<file path="src/rtl/wb_arb_pkg.sv">
// Shared types and constants for the round-robin Wishbone arbiter.
package wb_arb_pkg;

  localparam int unsigned DEF_N_MASTER = 3;
  localparam int unsigned DEF_ADDR_W   = 32;
  localparam int unsigned DEF_DATA_W   = 32;
  localparam int unsigned DEF_TIMEOUT  = 16;
  localparam int unsigned MAX_MASTER   = 8;

  typedef enum logic [1:0] {
    IDLE  = 2'd0,
    BUSY  = 2'd1,
    ABORT = 2'd2
  } arb_state_e;

  // Index of the set bit of a one-hot vector (0 when the vector is empty).
  function automatic logic [2:0] onehot_idx(input logic [MAX_MASTER-1:0] v);
    logic [2:0] idx;
    idx = '0;
    for (int i = 0; i < int'(MAX_MASTER); i++) begin
      if (v[i]) idx = idx | 3'(i);
    end
    return idx;
  endfunction

endpackage

</file>
<file path="src/rtl/rr_pick.sv">
// Combinational round-robin picker: first requester after 'last', with wrap-around.
module rr_pick #(
  parameter int unsigned N     = 3,
  parameter int unsigned IDX_W = $clog2(N)
) (
  input  logic [N-1:0]     req,
  input  logic [IDX_W-1:0] last,
  output logic [N-1:0]     gnt,
  output logic             valid
);

  logic             found;
  logic [IDX_W-1:0] idx;

  always_comb begin
    gnt   = '0;
    found = 1'b0;
    idx   = '0;
    for (int unsigned i = 1; i <= N; i++) begin
      idx = IDX_W'((32'(last) + i) % N);
      if (!found && req[idx]) begin
        gnt[idx] = 1'b1;
        found    = 1'b1;
      end
    end
  end

  assign valid = |req;

endmodule

</file>
<file path="src/rtl/wb_rr_arbiter.sv">
// Round-robin arbiter sharing one Wishbone slave between N_MASTER masters,
// with per-cycle grant hold and an optional stall timeout that aborts with ERR.
module wb_rr_arbiter
  import wb_arb_pkg::*;
#(
  parameter int unsigned N_MASTER = DEF_N_MASTER,
  parameter int unsigned ADDR_W   = DEF_ADDR_W,
  parameter int unsigned DATA_W   = DEF_DATA_W,
  parameter int unsigned TIMEOUT  = DEF_TIMEOUT
) (
  input  logic                         clk,
  input  logic                         rstn_i,
  input  logic [N_MASTER-1:0]          m_cyc_i,
  input  logic [N_MASTER-1:0]          m_stb_i,
  input  logic [N_MASTER-1:0]          m_we_i,
  input  logic [N_MASTER*ADDR_W-1:0]   m_adr_i,
  input  logic [N_MASTER*DATA_W-1:0]   m_dat_i,
  input  logic [N_MASTER*DATA_W/8-1:0] m_sel_i,
  output logic [DATA_W-1:0]            m_dat_o,
  output logic [N_MASTER-1:0]          m_ack_o,
  output logic [N_MASTER-1:0]          m_err_o,
  output logic                         s_cyc_o,
  output logic                         s_stb_o,
  output logic                         s_we_o,
  output logic [ADDR_W-1:0]            s_adr_o,
  output logic [DATA_W-1:0]            s_dat_o,
  output logic [DATA_W/8-1:0]          s_sel_o,
  input  logic [DATA_W-1:0]            s_dat_i,
  input  logic                         s_ack_i,
  input  logic                         s_err_i,
  output logic [N_MASTER-1:0]          grant_o
);

  localparam int unsigned SEL_W = DATA_W / 8;
  localparam int unsigned IDX_W = $clog2(N_MASTER);

  arb_state_e          state_q, state_d;
  logic [N_MASTER-1:0] grant_q, grant_d;
  logic [IDX_W-1:0]    last_q, last_d, owner_idx;
  logic [N_MASTER-1:0] pick_gnt;
  logic                pick_valid;
  logic                busy, tmo_hit;

  logic                own_cyc, own_stb, own_we;
  logic [ADDR_W-1:0]   own_adr;
  logic [DATA_W-1:0]   own_dat;
  logic [SEL_W-1:0]    own_sel;

  rr_pick #(.N(N_MASTER), .IDX_W(IDX_W)) u_pick (
    .req   (m_cyc_i),
    .last  (last_q),
    .gnt   (pick_gnt),
    .valid (pick_valid)
  );

  // Owner's bus signals, selected by the one-hot grant.
  always_comb begin
    own_cyc = 1'b0;
    own_stb = 1'b0;
    own_we  = 1'b0;
    own_adr = '0;
    own_dat = '0;
    own_sel = '0;
    for (int unsigned k = 0; k < N_MASTER; k++) begin
      if (grant_q[k]) begin
        own_cyc = m_cyc_i[k];
        own_stb = m_stb_i[k];
        own_we  = m_we_i[k];
        own_adr = m_adr_i[k*ADDR_W +: ADDR_W];
        own_dat = m_dat_i[k*DATA_W +: DATA_W];
        own_sel = m_sel_i[k*SEL_W +: SEL_W];
      end
    end
  end

  assign owner_idx = IDX_W'(onehot_idx(MAX_MASTER'(grant_q)));
  assign busy      = (state_q == BUSY);

  // Stall counter: the abort fires on the cycle the count already equals TIMEOUT,
  // so a response arriving in that cycle still wins.
  if (TIMEOUT > 0) begin : g_tmo
    localparam int unsigned CNT_W = $clog2(TIMEOUT + 1);
    logic [CNT_W-1:0] cnt_q, cnt_d;
    logic             stall;

    assign stall   = busy && own_cyc && own_stb && !s_ack_i && !s_err_i;
    assign tmo_hit = stall && (cnt_q == CNT_W'(TIMEOUT));

    always_comb begin
      cnt_d = '0;
      if (stall && !tmo_hit) cnt_d = cnt_q + CNT_W'(1);
    end

    always_ff @(posedge clk or negedge rstn_i) begin
      if (!rstn_i) cnt_q <= '0;
      else         cnt_q <= cnt_d;
    end
  end else begin : g_no_tmo
    assign tmo_hit = 1'b0;
  end

  always_ff @(posedge clk or negedge rstn_i) begin
    if (!rstn_i) begin
      state_q <= IDLE;
      grant_q <= '0;
      last_q  <= IDX_W'(N_MASTER - 1);
    end else begin
      state_q <= state_d;
      grant_q <= grant_d;
      last_q  <= last_d;
    end
  end

  always_comb begin
    state_d = state_q;
    grant_d = grant_q;
    last_d  = last_q;
    case (state_q)
      IDLE: begin
        if (pick_valid) begin
          grant_d = pick_gnt;
          state_d = BUSY;
        end
      end
      BUSY: begin
        if (!own_cyc) begin
          grant_d = '0;
          last_d  = owner_idx;
          state_d = IDLE;
        end else if (tmo_hit) begin
          state_d = ABORT;
        end
      end
      ABORT: begin
        if (!own_cyc) begin
          grant_d = '0;
          last_d  = owner_idx;
          state_d = IDLE;
        end
      end
      default: begin
        grant_d = '0;
        state_d = IDLE;
      end
    endcase
  end

  // Slave side is driven only while the owner holds the bus and no abort is firing.
  assign s_cyc_o = busy && own_cyc && !tmo_hit;
  assign s_stb_o = s_cyc_o && own_stb;
  assign s_we_o  = s_cyc_o && own_we;
  assign s_adr_o = s_cyc_o ? own_adr : '0;
  assign s_dat_o = s_cyc_o ? own_dat : '0;
  assign s_sel_o = s_cyc_o ? own_sel : '0;

  assign m_dat_o = s_dat_i;
  assign m_ack_o = busy ? (grant_q & {N_MASTER{s_ack_i}}) : '0;
  assign m_err_o = busy ? (grant_q & {N_MASTER{s_err_i || tmo_hit}}) : '0;
  assign grant_o = grant_q;

endmodule

</file>
<file path="config.mk">
export PLATFORM = sky130hd
export DESIGN_NAME = wb_rr_arbiter
export DESIGN_NICKNAME = d
export VERILOG_FILES = /design/src/rtl/wb_arb_pkg.sv /design/src/rtl/rr_pick.sv /design/src/rtl/wb_rr_arbiter.sv
export SDC_FILE = /design/constraint.sdc
export NUM_CORES = 1
export LEC_CHECK = 0
export ABC_AREA = 1
export CAP_MARGIN = 20
export CORE_AREA = 2 2 139 141
export CTS_CLUSTER_DIAMETER = 120
export DETAILED_ROUTE_END_ITERATION = 8
export DIE_AREA = 0 0 141 143
export PLACE_DENSITY = 0.56
export SETUP_SLACK_MARGIN = 0.02
export SLEW_MARGIN = 0
export SYNTH_ARGS = -nofsm -noshare
export SYNTH_HDL_FRONTEND = slang
export SYNTH_HIERARCHICAL = 1
export SYNTH_SLANG_ARGS = --single-unit
</file>
<file path="constraint.sdc">
create_clock -name clk -period 1.7 [get_ports clk]
set_input_delay 0.17 -clock clk [delete_from_list [all_inputs] [get_ports clk]]
set_output_delay 0.17 -clock clk [all_outputs]
set_load 0.01 [all_outputs]
</file>
==> impl_metrics.toml, run 1 <==
[timing]
fin_crit_ns = 2.14
min_period_over_period_pct = 126
rsz0062_at_grt = "yes"
setup-violations-final = 76
worstMarginPinSlew_ns = 0.555
report.final.slew_viol_count = 0
clock_skew_ns = 0.00101
fin_ws_ns = -0.443
max_freq_ghz = 0.467
relSlewSlack_pct = 62.9
holdWs_ns = 0.293
setup-tns-final_ns = -26.31
hold_viol = 0

[placement]
dpl.cell_count = 941
port_buffers = 296
place_congestion = 0.802
hpwl_mm = 13.4

[synthesis]
syn_area_um2 = 2900
synth_warnings = 6
avgSynthCellArea_um2 = 6.87
ys_seq_area_share_pct = 10.4
synth_top_family_by_area = "simple AND/OR/NAND/NOR gates"
synth_nets = 680
yosys.area_share.simple_pct = 43.1
synth_mux_area_share_pct = 0
synth_area_leaders = "a221oi_1 21%, nor3_2 19%, nor2_1 10%, dfrtp_1 9.5%, buf_4 8.5%"
yosys_register_bits = 12
synth_xor_area_share_pct = 0.604
synth_compound_area_share_pct = 23.2
synth_fa_ha_area_share_pct = 3.88
synth_cells = 422
synth_top_area_share_pct = 20.8
ys_types = 25
yosys.area.top_type = "a221oi_1"

[worst_hold_path]
holdCritPathClass = "input pin to async pin"

[cells_and_area]
syn2layout_area_growth_pct = 154
fin_cells = 989
final_nets = 1014
final_common_cell = "clkdlybuf4s50_1"
most-common-layout-cells = "216 x clkdlybuf4s50_1, 77 x nor2_1, 65 x buf_2"
n_fill_cell = 1920
drive_above_1_share_pct = 43.8
antenna-diode-count = 0

[pwr]
vdd_ir_drop_max_mv = 0.672
finalPower_uw = 7550
leakagePower_uw = 0.00297
pwr-share-clk_pct = 6.3
power_frac_comb_pct = 87.7
pwr-share-seq_pct = 6.0
swShare_pct = 46.9
p_sw_uw = 3540
p_per_area_nw_per_um2 = 1030
cell_internal_pwr_uw = 4010

[setup_path]
worstSetupEndpointType = "output pin"
crit_required_ns = 1.53
path_max_fanout = 4
reg2reg_depth = 11
start_kind = "flop"
crit_path_start = "grant_o[1]"
r2r_slack_ns = -0.08
r2r_end = "state_q[0]"
crit_path_end = "s_adr_o[31]"
cp.arrival_ns = 1.97
rr_startpoint = "grant_o[1]"
crit_type = "flop to output pin"

[detailed_routing]
viasPerCell = 4.55
vias = 4499
drc = 0
ant_nets = 0
drt_pass1_iterations = 4
drt_wl_total_mm = 18.5
drt_iter0_drc = 136
wl_per_cell_um = 18.7

[global_routing]
grt_pass1_wl_mm = 26.0
grt-ovfl-total = 0
grt_usage_pct = 16.5
grt_pass1_vias = 4410
antenna_found_initial = 0
grt_max_degree = 40

[clock_network]
cts.sinks = 12
cts_tree = "done"
root_buffer = "clkbuf_16"
cts_made_buffers = 3
hold_buffers = 0
clock_path_buffers = 2
path_clk_slew_ns = 0.04
cts.htree.levels = 1
clk_latency_ns = 0.24

[floorplanning]
start_util_pct = 15.6
die_area_um2 = 20200
die_x_um = 141
io_pins = 361
rows = 50
coreArea_um2 = 18600
die_h_um = 143

[flow_run]
drv_cap = 0

[status]
violations = "negative setup slack"
status = "finished with violations"
power groups by stage:
| stage | clock [uW] | combinational (uW) | sequential, uW |
|---|---|---|---|
| final | 479 | 6620 | 453 |
| after global routing | 497 | 7100 | 466 |
| after CTS | 486 | 6090 | 438 |
| after detailed placement | 0 | 4750 | 420 |
| after global placement | 0 | 4760 | 420 |
| after floorplan | 0 | 2530 | 425 |
critical path, stage by stage (launching register included):
cell     delay [ns]
dfrtp_2        0.43
buf_6          0.13
a21oi_4        0.13
nand2_2        0.09
nand3_4        0.10
o21ai_4        0.10
buf_12         0.14
buf_12         0.12
buf_6          0.11
nor3_4         0.21
buf_2          0.17
synthesized netlist by cell type:
master and count:
nand2_1 42, ha_1 9, a21oi_1 6, dfrtp_1 11, clkbuf_1 25, buf_1 1, dfstp_2 1, nor3_2 56
nor2_1 81, nand2_2 2, nand3_1 16, xor2_1 2, o21ai_2 1, nor3_1 14, nand3_2 2, buf_4 33
buf_2 4, inv_1 24, a221oi_1 69, nand4_1 3, o21ai_0 6, inv_2 3, buf_6 7, nor2_2 2
or2_1 2
metrics by stage:
step	instance area (um^2)	setup WS (ns)	util [%]
after floorplan	2900	0.0868	-
after global placement	6260	-0.825	33.7
after detailed placement	6260	-0.838	33.7
after CTS	6980	-0.512	37.6
after global routing	7360	-0.530	39.6
final	7360	-0.443	39.6
state kept, by name, indices dropped and copies added, names as in the netlist:
signal       flops
last_q           2
g_tmo.cnt_q      5
state_q          2
grant_o          3
timing repair:
action,in CTS,in global routing
setup buffers,27,22
pin swaps,25,46
gates cloned,7,1
setup endpoints to repair,82,87
gates resized for setup,409,105
worst min path at each step:
stage | slack, ns | start | to
after floorplan | -0.13 | rstn_i | g_tmo.cnt_q[0]
after global placement | 0.34 | s_dat_i[12] | m_dat_o[12]
after detailed placement | 0.34 | s_dat_i[12] | m_dat_o[12]
after CTS | 0.31 | rstn_i | g_tmo.cnt_q[1]
after global routing | 0.34 | rstn_i | g_tmo.cnt_q[1]
final | 0.29 | rstn_i | g_tmo.cnt_q[1]
layout make-up:
cell class / count / area (um^2) / share of cell area, %
Multi-Input combinational cell: 313 / 2730 / 37.0
Inverter: 27 / 106 / 1.44
Tap cell: 234 / 293 / 3.98
Timing Repair Buffer: 399 / 3840 / 52.2
Sequential cell: 12 / 305 / 4.15
Clock buffer: 4 / 88.8 / 1.21
cells by family after synthesis:
group                    Yosys count
AO/OA/AOI/OAI                     82
XOR/XNOR                           2
adder cells (fa/ha/maj)            9
buffers and inverters             97
flip-flops                        12
AND/OR/NAND/NOR                  220
routing by layer:
| metal | track usage (%) | routed length [um] | vias to the layer above |
|---|---|---|---|
| met5 | 0 | 0 | - |
| met4 | 1.68 | 185 | 0 |
| met3 | 3.55 | 1430 | 14 |
| met2 | 28.5 | 9270 | 196 |
| met1 | 21.8 | 7620 | 2124 |
| li1 | - | - | 2165 |
(Power assumes the default switching activity.)
==> inputs of run 2 (changes only) <==
--- a/config.mk
+++ b/config.mk
@@ -5,13 +5,12 @@
 export SDC_FILE = /design/constraint.sdc
 export NUM_CORES = 1
 export LEC_CHECK = 0
-export ABC_AREA = 1
 export CAP_MARGIN = 20
-export CORE_AREA = 2 2 139 141
+export CORE_AREA = 2 2 142 144
 export CTS_CLUSTER_DIAMETER = 120
 export DETAILED_ROUTE_END_ITERATION = 8
-export DIE_AREA = 0 0 141 143
-export PLACE_DENSITY = 0.56
+export DIE_AREA = 0 0 144 146
+export PLACE_DENSITY = 0.53
 export SETUP_SLACK_MARGIN = 0.02
 export SLEW_MARGIN = 0
 export SYNTH_ARGS = -nofsm -noshare
==> run 2 against run 1 <==
Against the previous run:
- the flow still finishes with violations (negative setup slack)
- synthesized cell count is 7.1% lower
- utilization fell by 2.6 points
- combinational power increased by 26%
- sequential power up 4%
- global-route usage is 2.0 points lower
- clock skew rose by 0.0018 ns
- die area rose by 4.3%
- via count shrank 4.3%
- clock power is 8.6% lower
- largest power group unchanged
- highest routed layer unchanged
==> impl_metrics.toml, run 2 <==
[pwr]
vdd_ir_drop_max_mv = 0.782
p_per_area_nw_per_um2 = 1290
leakagePower_uw = 0.00285

[detailed_routing]
drc = 0
vias = 4304
drt_pass1_iterations = 4
drt_iter0_drc = 198
wl_per_cell_um = 19.1
drt_wl_total_mm = 19.0
ant_nets = 0
viasPerCell = 4.34

[cells_and_area]
final_common_cell = "clkdlybuf4s50_1"
n_fill_cell = 2017
most-common-layout-cells = "219 x clkdlybuf4s50_1, 69 x a221o_1, 69 x o21ai_0"
fin_cells = 991
syn2layout_area_growth_pct = 170
seq_area_um2 = 304
largest_reg_flops = 5
final_core_util_pct = 37.0
final_nets = 985
antenna-diode-count = 0
multi_input_area_um2 = 2400
regMostFlops = "g_tmo.cnt_q"
finalInstanceArea_um2 = 7160
drive_above_1_share_pct = 39.0

[synthesis]
ys_seq_area_share_pct = 11.4
synthTopCellsByCount = "78 x nor2_1, 77 x o21ai_0, 69 x a221o_1"
ys_types = 41
synth_edf_count = 0
yosys.area.top_type = "a221o_1"
ys.flop_type = "dfrtp_1"
synth_area_leaders = "a221o_1 26%, o21ai_0 15%, nor2_1 11%, dfrtp_1 10%, buf_4 9.0%"
synth_top_area_share_pct = 26.0
synth_warnings = 6
syn_area_um2 = 2660
yosysMostFrequentCell = "nor2_1"
synth_cells = 392
synth_nets = 650
yosys_register_bits = 12
synthArstFlopShare_pct = 100
avgSynthCellArea_um2 = 6.78

[global_routing]
grt_pass1_vias = 4052
grt-ovfl-total = 0
grt_pass1_wl_mm = 23.9
grt_max_degree = 41
antenna_found_initial = 0
grt_usage_pct = 14.5

[setup_path]
r2r_slack_ns = -0.57
reg2reg_depth = 11
cp.arrival_ns = 2.19
path_max_fanout = 5
worstSetupEndpointType = "output pin"
start_kind = "flop"
r2r_end = "state_q[1]"
rr_startpoint = "g_tmo.cnt_q[0]"
crit_type = "flop to output pin"
crit_required_ns = 1.53

[flow_run]
drv_cap = 0

[timing]
hold_viol = 0
setup-tns-final_ns = -38.52
fin_crit_ns = 2.36
max_freq_ghz = 0.423
setup-violations-final = 79
rsz0062_at_grt = "yes"
fin_ws_ns = -0.663
report.final.slew_viol_count = 0
min_period_over_period_pct = 139
relSlewSlack_pct = 60.9
clock_skew_ns = 0.00284
worstMarginPinSlew_ns = 0.585

[placement]
hpwl_mm = 13.4
pre_cts_slack_ns = -0.701
dpl.cell_count = 940
place_congestion = 0.776
port_buffers = 296
postPlaceCellArea_um2 = 6300

[clock_network]
path_clk_slew_ns = 0.05
cts_tree = "done"
cts.htree.levels = 1
hold_buffers = 0
clk_latency_ns = 0.24
root_buffer = "clkbuf_16"
clock_path_buffers = 2
cts_made_buffers = 3
cts.sinks = 12

[floorplanning]
io_pins = 361
start_util_pct = 13.7
rows = 51
die_area_um2 = 21000
die_x_um = 144
coreArea_um2 = 19300
die_h_um = 146

[status]
violations = "negative setup slack"
status = "finished with violations"

[worst_hold_path]
holdCritPathClass = "input pin to async pin"
run 2: how the worst max path moves through the flow:
stage	start	depth (start not counted)	slack (ns)	endpoint
after global placement	m_stb_i[0]	7	-0.70	s_adr_o[4]
after floorplan	grant_o[1]	6	-0.09	state_q[1]
after global routing	g_tmo.cnt_q[0]	10	-0.77	s_adr_o[25]
after detailed placement	m_stb_i[0]	7	-0.70	s_adr_o[4]
final	g_tmo.cnt_q[0]	10	-0.66	s_dat_o[3]
after CTS	grant_o[1]	7	-0.79	s_adr_o[29]
run 2: where the power goes:
part,internal [uW],leakage (uW),total [uW],switching (uW)
Clock,316,0.0000382,438,122
Sequential,370,0.000156,469,99.2
Combinational,4280,0.00265,8310,4030
Total,4970,0.00285,9220,4250
run 2: per-layer routing:
| layer | routed length (um) | global-route usage, % | vias up |
|---|---|---|---|
| met2 | 9450 | 26.0 | 187 |
| met4 | 78 | 1.57 | 0 |
| met1 | 7980 | 18.2 | 1990 |
| met5 | 0 | 0 | - |
| li1 | - | - | 2121 |
| met3 | 1460 | 2.90 | 6 |
run 2: final cells by class:
| cell class | instances | area share (%) |
|---|---|---|
| sequential | 12 | 4.25 |
| timing repair buffer | 400 | 55.6 |
| clock buffer | 4 | 1.10 |
| tap | 265 | 4.63 |
| multi-input combinational | 295 | 33.5 |
| inverter | 15 | 0.943 |
run 2: what timing repair did:
item,4_1_cts,5_1_grt
buffers inserted,0,38
endpoints found under the setup margin,82,87
gates cloned,0,9
gates resized for setup,172,240
pin swaps,5,45
run 2: cell families (layout without fill, tap and decap cells):
family                     Yosys count  after routing  share of synthesized area, %
AOI/OAI and AO/OA                  168            168                          47.3
buffers and inverters               85            419                          17.0
muxes                                3              3                          1.13
xor gates and xnor gates             3              3                         0.989
and+or+nand+nor                    112            112                          18.0
adders and majority gates            9              9                          4.24
DFF                                 12             12                          11.4
run 2: metrics by stage:
stage	hold WS (ns)	total power (uW)
CTS	0.332	7170
global route	0.340	9860
global placement	0.340	6810
finish	0.305	9220
detailed placement	0.340	6740
floorplan	-0.126	3980
run 2: critical path, cell delays in order (launching register included):
cell and delay [ns]:
dfrtp_1 0.37, inv_1 0.06, ha_2 0.21, nand4bb_4 0.13, o311ai_4 0.43, buf_6 0.17, buf_6 0.12, clkbuf_16 0.15
buf_12 0.13, nor2_4 0.04, buf_6 0.13
